File: config.mk
export PLATFORM = sky130hd
export DESIGN_NAME = multicycle_ctrl
export DESIGN_NICKNAME = d
export VERILOG_FILES = /design/src/rtl/cpu_ctrl_pkg.sv /design/src/rtl/mem_wait_ctr.sv /design/src/rtl/multicycle_ctrl.sv
export SDC_FILE = /design/constraint.sdc
export NUM_CORES = 1
export LEC_CHECK = 0
export CAP_MARGIN = 20
export CORE_UTILIZATION = 53
export CTS_CLUSTER_DIAMETER = 200
export DETAILED_ROUTE_END_ITERATION = 16
export PLACE_DENSITY_LB_ADDON = 0.08
export SLEW_MARGIN = 20
export SYNTH_ARGS = -nofsm -noshare
export SYNTH_HDL_FRONTEND = slang
export SYNTH_SLANG_ARGS = --single-unit
export TNS_END_PERCENT = 5
File: constraint.sdc
create_clock -name clk -period 6.4 [get_ports clk]
set_clock_uncertainty 0.05 [all_clocks]
set_input_delay 0.96 -clock clk [delete_from_list [all_inputs] [get_ports clk]]
set_output_delay 0.96 -clock clk [all_outputs]
set_load 0.005 [all_outputs]
File: src/rtl/cpu_ctrl_pkg.sv
// rtl/cpu_ctrl_pkg.sv - shared opcode, ALU, mux-select and state encodings for the multi-cycle control unit
package cpu_ctrl_pkg;

  // Instruction opcodes (IR[31:26])
  localparam logic [5:0] OP_R    = 6'b000000;
  localparam logic [5:0] OP_LW   = 6'b100011;
  localparam logic [5:0] OP_SW   = 6'b101011;
  localparam logic [5:0] OP_BEQ  = 6'b000100;
  localparam logic [5:0] OP_BNE  = 6'b000101;
  localparam logic [5:0] OP_J    = 6'b000010;
  localparam logic [5:0] OP_ADDI = 6'b001000;
  localparam logic [5:0] OP_ANDI = 6'b001100;
  localparam logic [5:0] OP_ORI  = 6'b001101;

  // ALU operation select
  localparam logic [3:0] ALU_AND   = 4'b0000;
  localparam logic [3:0] ALU_OR    = 4'b0001;
  localparam logic [3:0] ALU_ADD   = 4'b0010;
  localparam logic [3:0] ALU_SUB   = 4'b0110;
  localparam logic [3:0] ALU_FUNCT = 4'b1111;

  // PC source mux
  localparam logic [1:0] PC_PLUS4  = 2'b00;
  localparam logic [1:0] PC_BRANCH = 2'b01;
  localparam logic [1:0] PC_JUMP   = 2'b10;

  // Register-file destination mux
  localparam logic [1:0] DST_RT = 2'b00;
  localparam logic [1:0] DST_RD = 2'b01;

  // Controller states
  localparam logic [2:0] S_IDLE   = 3'd0;
  localparam logic [2:0] S_FETCH  = 3'd1;
  localparam logic [2:0] S_DECODE = 3'd2;
  localparam logic [2:0] S_EXEC   = 3'd3;
  localparam logic [2:0] S_MEM    = 3'd4;
  localparam logic [2:0] S_WB     = 3'd5;
  localparam logic [2:0] S_FAULT  = 3'd6;

  // True for every opcode the controller knows how to sequence
  function automatic logic isLegalOp(input logic [5:0] op);
    case (op)
      OP_R, OP_LW, OP_SW, OP_BEQ, OP_BNE,
      OP_J, OP_ADDI, OP_ANDI, OP_ORI: isLegalOp = 1'b1;
      default:                        isLegalOp = 1'b0;
    endcase
  endfunction

endpackage

File: src/rtl/mem_wait_ctr.sv
// rtl/mem_wait_ctr.sv - bounded wait counter flagging a memory request stuck without ready
module mem_wait_ctr #(
  parameter int MEM_TIMEOUT = 15
) (
  input  logic clk,
  input  logic rst_n,
  input  logic req,
  input  logic ready,
  input  logic restart,
  output logic expired
);

  // MEM_TIMEOUT = 0 disables the check; keep a 1-bit counter so widths stay legal
  localparam int CW = (MEM_TIMEOUT > 0) ? $clog2(MEM_TIMEOUT + 1) : 1;
  localparam logic [CW-1:0] LIMIT = CW'(MEM_TIMEOUT);

  logic [CW-1:0] waitCnt;

  // Count cycles of an outstanding request; saturate at the limit so it never wraps
  always_ff @(posedge clk or negedge rst_n) begin
    if (!rst_n) begin
      waitCnt <= '0;
    end else if (restart || ready) begin
      waitCnt <= '0;
    end else if (req && (waitCnt != LIMIT)) begin
      waitCnt <= waitCnt + 1'b1;
    end
  end

  // Expired only means "limit reached"; the FSM lets a same-cycle ready win
  assign expired = (MEM_TIMEOUT != 0) && (waitCnt == LIMIT);

endmodule

File: src/rtl/multicycle_ctrl.sv
// rtl/multicycle_ctrl.sv - multi-cycle FSM sequencing fetch/decode/execute/memory/write-back
module multicycle_ctrl
  import cpu_ctrl_pkg::*;
#(
  parameter int MEM_TIMEOUT = 15,
  parameter int CNT_W       = 32
) (
  input  logic             clk,
  input  logic             rst,
  input  logic [5:0]       opcode,
  input  logic             zero,
  input  logic             mem_ready,
  output logic             mem_req,
  output logic             mem_we,
  output logic             i_or_d,
  output logic             ir_write,
  output logic             pc_write,
  output logic [1:0]       pc_src,
  output logic             reg_write,
  output logic [1:0]       reg_dst,
  output logic             ext_sel,
  output logic             alu_b_src,
  output logic [3:0]       op_sel,
  output logic             wb_src,
  output logic             fault,
  output logic [CNT_W-1:0] retired
);

  logic [2:0] state;
  logic [2:0] nextState;
  logic       retire;
  logic       expired;
  logic       restart;

  // A fresh wait window opens whenever a memory state is newly entered
  assign restart = ((nextState == S_FETCH) || (nextState == S_MEM)) && (nextState != state);

  mem_wait_ctr #(
    .MEM_TIMEOUT(MEM_TIMEOUT)
  ) u_waitCtr (
    .clk    (clk),
    .rst_n  (rst),
    .req    (mem_req),
    .ready  (mem_ready),
    .restart(restart),
    .expired(expired)
  );

  // Next-state and datapath control decode; every strobe defaults low
  always_comb begin
    nextState = state;
    retire    = 1'b0;
    mem_req   = 1'b0;
    mem_we    = 1'b0;
    i_or_d    = 1'b0;
    ir_write  = 1'b0;
    pc_write  = 1'b0;
    pc_src    = PC_PLUS4;
    reg_write = 1'b0;
    reg_dst   = DST_RT;
    ext_sel   = 1'b0;
    alu_b_src = 1'b0;
    op_sel    = ALU_AND;
    wb_src    = 1'b0;
    case (state)
      S_IDLE: nextState = S_FETCH;
      S_FETCH: begin
        mem_req = 1'b1;
        if (mem_ready) begin
          ir_write  = 1'b1;
          pc_write  = 1'b1;
          pc_src    = PC_PLUS4;
          nextState = S_DECODE;
        end else if (expired) begin
          nextState = S_FAULT;
        end
      end
      S_DECODE: nextState = isLegalOp(opcode) ? S_EXEC : S_FAULT;
      S_EXEC: begin
        case (opcode)
          OP_R: begin
            op_sel    = ALU_FUNCT;
            nextState = S_WB;
          end
          OP_ADDI: begin
            op_sel    = ALU_ADD;
            alu_b_src = 1'b1;
            ext_sel   = 1'b1;
            nextState = S_WB;
          end
          OP_ANDI, OP_ORI: begin
            op_sel    = (opcode == OP_ANDI) ? ALU_AND : ALU_OR;
            alu_b_src = 1'b1;
            nextState = S_WB;
          end
          OP_LW, OP_SW: begin
            op_sel    = ALU_ADD;
            alu_b_src = 1'b1;
            ext_sel   = 1'b1;
            nextState = S_MEM;
          end
          OP_BEQ, OP_BNE: begin
            op_sel    = ALU_SUB;
            pc_src    = PC_BRANCH;
            pc_write  = (opcode == OP_BEQ) ? zero : !zero;
            nextState = S_FETCH;
            retire    = 1'b1;
          end
          OP_J: begin
            pc_src    = PC_JUMP;
            pc_write  = 1'b1;
            nextState = S_FETCH;
            retire    = 1'b1;
          end
          // Opcode changed under us after decode: treat as illegal
          default: nextState = S_FAULT;
        endcase
      end
      S_MEM: begin
        mem_req = 1'b1;
        i_or_d  = 1'b1;
        mem_we  = (opcode == OP_SW);
        if (mem_ready) begin
          if (opcode == OP_SW) begin
            nextState = S_FETCH;
            retire    = 1'b1;
          end else begin
            nextState = S_WB;
          end
        end else if (expired) begin
          nextState = S_FAULT;
        end
      end
      S_WB: begin
        reg_write = 1'b1;
        reg_dst   = (opcode == OP_R) ? DST_RD : DST_RT;
        wb_src    = (opcode == OP_LW);
        nextState = S_FETCH;
        retire    = 1'b1;
      end
      S_FAULT: nextState = S_FAULT;
      default: nextState = S_FAULT;
    endcase
  end

  // State register; FAULT is only left through reset
  always_ff @(posedge clk or negedge rst) begin
    if (!rst) begin
      state <= S_IDLE;
    end else begin
      state <= nextState;
    end
  end

  // Sticky fault flag, raised on the edge that enters FAULT
  always_ff @(posedge clk or negedge rst) begin
    if (!rst) begin
      fault <= 1'b0;
    end else if (nextState == S_FAULT) begin
      fault <= 1'b1;
    end
  end

  // Retired-instruction counter, wraps naturally at 2^CNT_W
  always_ff @(posedge clk or negedge rst) begin
    if (!rst) begin
      retired <= '0;
    end else if (retire) begin
      retired <= retired + 1'b1;
    end
  end

endmodule

==> impl_metrics.py <==
metrics = {
    "power": {
        "p_clk_share_pct": 37.9,
        "p_int_w": 0.000413,
        "p_per_area_nw_per_um2": 184,
        "power_w": 0.000556,
        "cellLeakagePower_nw": 1.30,
        "power.switching_w": 0.000143,
        "p_sw_share_pct": 25.8,
        "peakVddDrop_uv": 141,
        "comb_power_share_pct": 11.8,
        "power_frac_seq_pct": 50.4,
    },
    "synth": {
        "synth_top_area_cell": "dfrtp_1",
        "syn_nets": 253,
        "seq_area_frac_synth_pct": 42.5,
        "netlist-cell-type-count": 55,
        "synthFlopType": "dfrtp_1",
        "syn_inst": 241,
        "synth.top_cell.area_share_pct": 42.5,
        "synthTopCellsByArea": "dfrtp_1, xnor2_1, xor2_1",
        "synth-edff-count": 0,
        "synth_seq_cells": 40,
        "yosys_warnings": 0,
        "async_flop_share_pct": 100,
        "syn_area_um2": 2360,
        "syn_avg_cell_area_um2": 9.78,
    },
    "floorplanning": {
        "num_rows": 23,
        "core_area_um2": 4140,
        "boundaryPins": 60,
        "initial_utilization_pct": 56.9,
        "dieArea_um2": 4720,
        "die_w_um": 68.7,
        "die_h_um": 68.7,
    },
    "timing": {
        "period_share_pct": 63.7,
        "finalHoldViolations": 0,
        "rsz0062_at_grt": "no",
        "slew_headroom_pct": 44.0,
        "whs_ps": 436,
        "slew_violations": 0,
        "min_period_ps": 4070,
        "fmax_mhz": 245,
        "tns_ps": 0,
        "setup_viol": 0,
        "worst_pin_slew_ps": 840,
    },
    "worst_setup_path": {
        "critPathKind": "input pin to primary output",
        "reg2reg_slack_ps": 3820,
        "setup.worst_path.end": "op_sel[1]",
        "r2r_start": "state[1]",
        "required_ps": 5390,
        "end_kind": "primary output",
        "rr_worst_depth": 5,
        "critPathArrivalTime_ps": 3060,
        "crit_fanout": 9,
        "start_kind": "input pin",
        "cp-startpoint": "opcode[1]",
        "r2r_end": "retired[13]",
    },
    "clock_tree": {
        "insertion_delay_ps": 300,
        "htreeDepth": 2,
        "clkTransAtPathRegs_ps": 80,
        "root_buffer": "clkbuf_8",
        "cts-resized-gates": 0,
        "cts_tree": "built",
        "post_cts_buffers": 0,
        "cts_buffers": 5,
        "clockBufferDepth": 2,
        "postCtsHoldBufs": 0,
        "cts_sinks": 40,
    },
    "global_route": {
        "grt_pass1_wl_um": 7910,
        "grt_usage_pct": 23.1,
        "grt_max_degree": 41,
        "grt-ovfl-total": 0,
        "antenna_found_initial": 0,
        "grt_pass1_vias": 1661,
    },
    "placement": {
        "gp_congestion": 0.860,
        "dpl.cell_count": 334,
        "port_buffers": 58,
        "dp_hpwl_um": 3610,
    },
    "route": {
        "remaining_drc_errors": 0,
        "vias": 1902,
        "drtAntennaViolNets": 0,
        "viasPerCell": 5.56,
        "wl_um": 4950,
        "drt_iter0_markers": 79,
        "firstDrtPassIters": 4,
        "wl_per_cell_um": 14.5,
    },
    "cells_and_area": {
        "final_cell_mix": "clkdlybuf4s50_1, dfrtp_1, nand2_1",
        "synthToLayoutAreaGrowth_pct": 28.0,
        "insertedDiodeCount": 0,
        "fin_cells": 342,
        "final_common_cell": "clkdlybuf4s50_1",
        "layout-drive-gt1-share_pct": 8.90,
        "final_nets": 303,
    },
    "run_status": {
        "outcome": "finished clean",
    },
    "job": {
        "cap_violations": 0,
    },
    "hold_path": {
        "hold_path.class": "register to register",
    },
}
## stage by stage
| step | worst slack (ps) | instance area (µm²) | util (%) |
|---|---|---|---|
| 2_1_floorplan | 3370 | 2360 | - |
| 3_3_place_gp | 2390 | 2900 | 70.0 |
| 3_5_place_dp | 2340 | 2900 | 70.0 |
| 4_1_cts | 2340 | 3020 | 72.8 |
| 5_1_grt | 2090 | 3020 | 72.8 |
| 6_report | 2330 | 3020 | 72.8 |
## synth_stat cells, types with 3 or more instances
master     n
nand4_1   11
buf_2      4
nor4_1     3
nand3_1    9
o21ai_0    3
dfrtp_1   40
nor3_2     4
nor2_1    13
xnor2_1   21
clkbuf_1   6
inv_1      8
and3_1     7
nand2b_1   6
and2_1     3
xor2_1    15
a211oi_1   3
nor3_1    15
nand2_1   22
and4_1     4
## cells by family (layout without fill, tap and decap cells)
kind of cell             count (synthesis)  count (layout)  synth area share (%)
multiplexers                             3               3                  1.33
other                                    1               1                 0.159
buffers and inverters                   23              74                  5.26
flip-flops                              40              40                  42.5
XOR/XNOR                                36              36                  13.4
adder cells (fa/ha/maj)                  2               2                  1.06
AO/OA/AOI/OAI                           22              22                  7.81
AND/OR/NAND/NOR                        114             114                  28.5
## worst min path at each step
stage / start / to / slack, ps / cells past startpoint
after floorplan: fault / fault / 410 / 1
after global placement: retired[31] / retired[31] / 420 / 1
after detailed placement: retired[31] / retired[31] / 420 / 1
after CTS: retired[31] / retired[31] / 430 / 1
after global routing: retired[17] / retired[17] / 480 / 1
final: retired[17] / retired[17] / 440 / 1
## state kept, by name (all words and copies together), names as in the netlist
| signal | cells |
|---|---|
| retired | 32 |
| state | 3 |
| u_waitCtr.waitCnt | 4 |
| fault | 1 |
## power groups by stage
stage	clock network [W]	logic [W]	registers, W
detailed placement	0	0.0000650	0.000283
global placement	0	0.0000638	0.000284
CTS	0.000216	0.0000656	0.000279
global route	0.000227	0.0000732	0.000282
floorplan	0	0.0000475	0.000276
finish	0.000211	0.0000654	0.000280
## final cells by class
cell class / count / area (µm²)
Timing Repair Buffer: 58 / 576
Fill cell: 329 / 1130
Multi-Input combinational cell: 178 / 1230
Clock buffer: 5 / 68.8
Tap cell: 50 / 62.6
Inverter: 8 / 30.0
Clock inverter: 3 / 46.3
Sequential cell: 40 / 1000
## worst max-delay path, stage by stage
cell and delay, ps:
clkdlybuf4s50_1 540, nor4_1 590, a21oi_1 140, nor3_1 200
or3_1 140, clkdlybuf4s50_1 490
## per-layer routing
metal	vias up	track usage [%]	share of wire, %
met5	-	0	0
met4	0	7.81	1.3
met3	6	6.25	5.6
met2	49	33.6	44
met1	896	32.7	50
li1	951	-	-
No activity file was read; power rests on OpenSTA's default activity.
